File: src/rtl/mat_tx_serializer.sv
// Captures a flattened result matrix and streams it byte by byte to a UART
// transmitter over a start/busy handshake, with optional header and checksum.
module mat_tx_serializer #(
  parameter int                N_CELLS       = 9,
  parameter int                DATA_W        = 8,
  parameter int                SEND_HEADER   = 1,
  parameter logic [DATA_W-1:0] HEADER        = 8'hA5,
  parameter int                SEND_CHECKSUM = 1,
  parameter int                ACK_TIMEOUT   = 4095
) (
  input  logic                        i_clk,
  input  logic                        i_rst,
  input  logic                        i_start,
  input  logic [N_CELLS*DATA_W-1:0]   i_mat,
  input  logic                        i_tx_busy,
  output logic [DATA_W-1:0]           o_tx_data,
  output logic                        o_tx_start,
  output logic                        o_busy,
  output logic                        o_done,
  output logic                        o_err
);

  localparam int L     = N_CELLS + SEND_HEADER + SEND_CHECKSUM;
  localparam int IDX_W = $clog2(L + 1);
  localparam int CNT_W = $clog2(ACK_TIMEOUT + 1);

  typedef enum logic [2:0] {S_IDLE, S_LOAD, S_REQ, S_WAIT, S_DONE} state_t;

  state_t                      r_state, w_next;
  logic [N_CELLS*DATA_W-1:0]   r_shadow;
  logic [IDX_W-1:0]            r_idx;
  logic [DATA_W-1:0]           r_acc;
  logic [DATA_W-1:0]           r_tx_data;
  logic [CNT_W-1:0]            r_cnt;
  logic                        r_err;
  logic                        r_busy_m, r_busy_s;
  logic [DATA_W-1:0]           w_byte;
  logic                        w_is_cell;
  logic                        w_last;
  logic                        w_timeout;

  assign w_last    = (r_idx == IDX_W'(L - 1));
  assign w_timeout = (r_cnt == CNT_W'(ACK_TIMEOUT - 1));

  // Byte selector: header slot, then cells, then the running checksum.
  always_comb begin
    int c;
    c         = int'(r_idx) - SEND_HEADER;
    w_byte    = r_acc;
    w_is_cell = 1'b0;
    if (SEND_HEADER != 0 && r_idx == '0) begin
      w_byte = HEADER;
    end else if (c >= 0 && c < N_CELLS) begin
      w_byte    = r_shadow[c*DATA_W +: DATA_W];
      w_is_cell = 1'b1;
    end
  end

  always_ff @(posedge i_clk or negedge i_rst) begin
    if (!i_rst) r_state <= S_IDLE;
    else        r_state <= w_next;
  end

  always_comb begin
    w_next = r_state;
    case (r_state)
      S_IDLE: if (i_start) w_next = S_LOAD;
      S_LOAD: w_next = S_REQ;
      S_REQ: begin
        if (r_busy_s)       w_next = S_WAIT;
        else if (w_timeout) w_next = S_IDLE;
      end
      S_WAIT: if (!r_busy_s) w_next = w_last ? S_DONE : S_LOAD;
      S_DONE: w_next = S_IDLE;
      default: w_next = S_IDLE;
    endcase
  end

  always_comb begin
    o_tx_data  = r_tx_data;
    o_tx_start = (r_state == S_REQ);
    o_busy     = (r_state != S_IDLE);
    o_done     = (r_state == S_DONE);
    o_err      = r_err;
  end

  // Datapath: busy synchronizer, shadow capture, byte index, checksum, timeout.
  always_ff @(posedge i_clk or negedge i_rst) begin
    if (!i_rst) begin
      r_busy_m  <= 1'b0;
      r_busy_s  <= 1'b0;
      r_shadow  <= '0;
      r_idx     <= '0;
      r_acc     <= '0;
      r_tx_data <= '0;
      r_cnt     <= '0;
      r_err     <= 1'b0;
    end else begin
      r_busy_m <= i_tx_busy;
      r_busy_s <= r_busy_m;
      case (r_state)
        S_IDLE: begin
          if (i_start) begin
            r_shadow <= i_mat;
            r_idx    <= '0;
            r_acc    <= '0;
          end
        end
        S_LOAD: begin
          r_tx_data <= w_byte;
          if (w_is_cell) r_acc <= r_acc + w_byte;
          r_cnt <= '0;
        end
        S_REQ: begin
          if (!r_busy_s) begin
            if (w_timeout) r_err <= 1'b1;
            else           r_cnt <= r_cnt + 1'b1;
          end
        end
        S_WAIT: begin
          if (!r_busy_s && !w_last) r_idx <= r_idx + 1'b1;
        end
        default: ;
      endcase
    end
  end

endmodule

File: config.mk
export PLATFORM = sky130hd
export DESIGN_NAME = mat_tx_serializer
export DESIGN_NICKNAME = d
export VERILOG_FILES = /design/src/rtl/mat_tx_serializer.sv
export SDC_FILE = /design/constraint.sdc
export NUM_CORES = 1
export LEC_CHECK = 0
export ABC_AREA = 1
export ABC_CLOCK_PERIOD_IN_PS = 5300
export CORE_ASPECT_RATIO = 1.4
export CORE_MARGIN = 5
export CORE_UTILIZATION = 44
export CTS_BUF_LIST = sky130_fd_sc_hd__clkbuf_8
export DETAILED_ROUTE_END_ITERATION = 6
export GPL_ROUTABILITY_DRIVEN = 1
export PLACE_DENSITY = 0.67
export SKIP_LAST_GASP = 1
export SYNTH_ARGS = -nofsm -noshare
export SYNTH_HDL_FRONTEND = slang
export SYNTH_SLANG_ARGS = --single-unit
File: constraint.sdc
create_clock -name i_clk -period 5.3 [get_ports i_clk]
set_input_delay 1.06 -clock i_clk [delete_from_list [all_inputs] [get_ports i_clk]]
set_output_delay 1.06 -clock i_clk [all_outputs]
set_load 0.01 [all_outputs]
Yosys cells after proc, flatten, opt, wreduce, memory -nomap -nowiden --
Cells that the tools add are included.
Storage, ports and cells: flip-flop bits (word level) 110, input bits 76
Operators by class: add/sub/neg operators 4, magnitude comparators 2, equality and inequality tests 13, shift operators 1, muxes and demuxes 19, bitwise logic cells 1, reductions and logical operators 16
Operators by type and width (number):
- $shiftx 72x8->8 | 1
- $mux 8 | 4
- $mux 12 | 2
- $pmux 12 s2 | 1
- $pmux 8 s2 | 1
- $mux 3 | 5
- $reduce_and 3->1 | 5
- $add 12x1->12 const B | 1
- $eq 12x12->1 const B | 1
- $ne 2x2->1 const B | 6
- $pmux 3 s4 | 1
- $add 8x8->8 | 1
- $mux 4 | 2
- $pmux 4 s2 | 1
- $eq 3x2->1 const B | 2
- $reduce_bool 2->1 | 3
- $ge 5x1->1 const B | 1
- $lt 5x5->1 const B | 1
- $sub 4x1->5 const B | 1
- $add 4x1->4 const B | 1
- $eq 4x4->1 const B | 1
- $logic_not 4->1 | 1
- $eq 3x1->1 const B | 1
- $eq 3x3->1 const B | 1
- 8 further kinds | 11

Logic depth before layout (Yosys ltp) --
depth after elaboration 8, depth in mapped cells 26

Worst setup path before layout --
Ideal clock, no wire load.
path type register to register, start point register r_idx[0], end point register r_acc[5], setup time 0.121 ns, data arrival time 3.471 ns, setup slack 1.707 ns, stages on the path, launching flop included 26, path buffers 5, path through dfrtp_1 -> buf_4 -> inv_2 -> buf_6 -> buf_6 -> ha_1 -> buf_2 -> nand2_1 -> nor2_4 -> inv_1 -> a21boi_0 -> ha_1 -> buf_2 -> clkinv_1 -> a21oi_1 -> nand2_1 -> o211ai_1 -> ha_1 -> a21oi_1 -> nand2_1 -> nand2_1 -> nand2_1 -> a21oi_1 -> inv_1 -> nor2_1 -> o21ai_1
On the way: longest elaborated chain between the ends 8, elaborated cells between the ends (all ways) 15, those cells by class 2 x add/sub; 2 x order compare; 1 x eq/ne; 1 x shift; 6 x mux; 3 x reduce/logical
RTL lines:
- start, declared | line 31 | logic [IDX_W-1:0] r_idx;
- start signal, assigned | line 121 | if (!r_busy_s && !w_last) r_idx <= r_idx + 1'b1;
- branches (longest 4 deep; another with $sub 4x1->5)
- $mux 8 * | line 51 | if (SEND_HEADER != 0 && r_idx == '0) begin
- named net w_byte[2] | line 37 | logic [DATA_W-1:0] w_byte;
- $add 8x8->8 * | line 111 | if (w_is_cell) r_acc <= r_acc + w_byte;
- $mux 8 * | line 111
- $pmux 8 s2 * | line 101 | case (r_state)
- end signal, assigned | line 111
- end, declared | line 32 | logic [DATA_W-1:0] r_acc;
Mark *: on every way through the listed nets, which the timed path passes. The select of a mux whose other input is x is not followed. A chain may end at the register's enable or synchronous reset.

Worst setup path after layout --
Same ends and word-level chain as after synthesis.

==> results by group <==
Logic synthesis
  – Mapped Area: 5756 µm²
  – Syn_area_per_cell: 7.778 µm²
  – #FFs+latches synth: 110
  – Top_reg_cell synth: dfrtp_1
  – Mapped Cells: 740
  – Top cells by count, synth: 262 x nand2_1, 110 x dfrtp_1, 74 x o21ai_0
  – YS warnings: 0
  – Synth area leader: dfrtp_1
  – Netlist cell types: 40
  – FFs w/ async S/R, synth: 1.000
  – Yosys top cell area share: 0.4783
  – Syn nets: 831
  – Number of synthesized flops with an enable pin: 0
  – Synth top area cells: dfrtp_1 48%, nand2_1 17%, o21ai_0 6.4%, inv_1 4.6%, nand3_1 4.0%
  – Sequential fraction of the synthesis area: 0.4783
  – Top-count cell post-synth: nand2_1

Power
  – Max VDD drop: 0.1916 mV
  – Power Density: 463.0 nW/µm²
  – Lkg Pwr: 3.313 nW
  – Total power: 0.003184 W

Route
  – WL/cell: 14.29 µm
  – Starting DRT DRC Count: 278
  – # DRC: 0
  – Vias: 4966
  – DRT Pass-1 Iters: 5
  – Post-route ant nets: 0
  – Final WL: 13870 µm
  – Vias per inst: 5.114

Placed design
  – Port bufs: 87
  – RePlAce Congestion: 0.9300
  – HPWL Detailed: 10520 µm

Timing
  – Worst slew margin: 0.2616
  – FMAX: 251.2 MHz
  – Setup TNS: 0 ps
  – Worst-Margin Slew: 1105 ps
  – RSZ-0062 raised after global routing: no
  – Clock skew: 14.45 ps
  – Final Hold Fails: 0
  – Final min period: 3981 ps
  – Final Slew Violations: 0
  – Final setup viols: 0
  – Part of the cycle the worst path needs: 0.7511
  – Final hold slack: 365.5 ps

Clocking
  – Root buffer cell: clkbuf_8
  – Max Root-Sink Buffers: 2
  – Reg clk slew, reported paths: 110 ps
  – Sink Count: 110
  – TritonCTS clock tree: done
  – Setup Buffers After CTS: 0
  – Clk Latency, worst-skew pair: 390 ps
  – H-Tree Depth: 3
  – Post-CTS sizing: 0
  – Hold_buf cts: 0
  – CTS buffer count: 9

Critical path
  – Worst path required time: 5570 ps
  – Crit. Startpoint: r_idx[0]
  – Startpoint Class: flop
  – Critical R2R Launch: r_idx[0]
  – Critical path class: reg2reg
  – Crit path arrival time: 4250 ps
  – CP Max Fanout: 31
  – Crit. End Element: flop

Global route
  – GRT overflow: 0
  – Vias in the first global route: 4952
  – Global-route wire length before repair: 22980 µm
  – Largest net degree at the start of global routing: 81
  – GRT Overall Usage: 0.1808
  – Initial antenna violation count: 0

Min path
  – HP Start: r_busy_m
  – Hold Crit Class: reg2reg

Outcome
  – Outcome: finished clean

Floorplanning
  – Die Span Y: 145.3 µm
  – Placeable Area: 12870 µm²
  – Num rows: 49
  – Die width: 106.7 µm
  – Initial core utilization: 0.4470
  – Top Ports: 88
  – Die Area: 15500 µm²

Cells and area
  – Layout cells sized above 1: 0.06601
  – Final net count: 904
  – Area grow syn2layout: 19.48%
  – Multi-input gate area: 2519 µm²
  – Fill cells: 1248
  – Sequential Area: 2753 µm²
  – Ant. Diodes: 0

Job
  – Max-cap violations: 0
[layer usage]
layer  GRT usage  vias up  wire length [µm]
met5           0        -                 0
met4     0.07486        0               407
li1            -     2517                 -
met1      0.2245     2286              5878
met3     0.02222       31               534
met2      0.3149      132              7052
[area by class of cell]
type | instances | area share
tap | 153 | 0.02784
clock inverter | 7 | 0.01055
clock buffer | 9 | 0.01801
multi-input combinational | 517 | 0.3663
inverter | 83 | 0.04531
timing repair buffer | 92 | 0.1317
sequential | 110 | 0.4003
[kinds of logic after synthesis]
family / after synthesis / synth area share
AND/OR/NAND/NOR: 355 / 0.2630
AO/OA/AOI/OAI: 141 / 0.1315
adder cells (fa/ha/maj): 15 / 0.03391
XOR/XNOR: 6 / 0.009130
buffers and inverters: 113 / 0.08413
flip-flops: 110 / 0.4783
[sequential cells by signal, indices dropped and copies added, names as in the netlist]
name and count:
r_shadow 72, r_busy_s 1, o_tx_data 8, r_busy_m 1, o_err 1, r_idx 4, r_acc 8, r_state 3
r_cnt 12
[placed cells by master (no fill, tap or decap), drive strengths merged, types with 2 or more instances in the layout]
cell / count
nand2: 268
dfrtp: 110
inv: 87
clkdlybuf4s50: 86
o21ai: 85
nand3: 46
a21oi: 41
nor2: 17
ha: 14
nand4: 10
clkbuf: 9
nor3: 7
buf: 6
xor2: 5
o211ai: 3
nor3b: 3
o31ai: 3
o22ai: 3
or2: 2
clkinv: 2
[worst paths after layout]
check	to	slack, ps	cells past startpoint
max in group asynchronous	r_acc[6]	3530	2
hold / removal	r_busy_s	370	0
setup reg to reg	r_acc[5]	1320	22
setup / recovery	r_acc[5]	1320	22
hold reg to reg	r_busy_s	370	0
min in group asynchronous	r_busy_m	810	1
[through the flow]
stage	area (µm²)	setup WS (ps)	cells	util
after floorplan	5756	1707	740	-
after global placement	6680	1546	955	0.5189
after detailed placement	6680	1396	955	0.5189
after CTS	6877	1380	971	0.5341
after global routing	6877	943.7	971	0.5341
final	6877	1319	971	0.5341
[worst max-delay path: stages, from the launching register on]
cell,delay [ps]
dfrtp_1,400
inv_2,350
ha_1,280
inv_1,50
nand2_1,130
nand2_2,100
nor2_4,150
inv_1,80
a21boi_0,170
ha_1,340
clkinv_1,330
a21oi_1,210
nand2_1,70
o211ai_1,110
ha_1,320
a21oi_1,140
nand2_1,110
nand2_1,90
nand2_1,70
a21oi_1,170
inv_1,60
nor2_1,80
o21ai_1,70
[report_power, final]
part	switching (W)	internal, W
Sequential	0.000158	0.00114
Clock	0.000320	0.000187
Combinational	0.000914	0.000464
Total	0.00139	0.00179
Power figures use the tool's default switching activity.
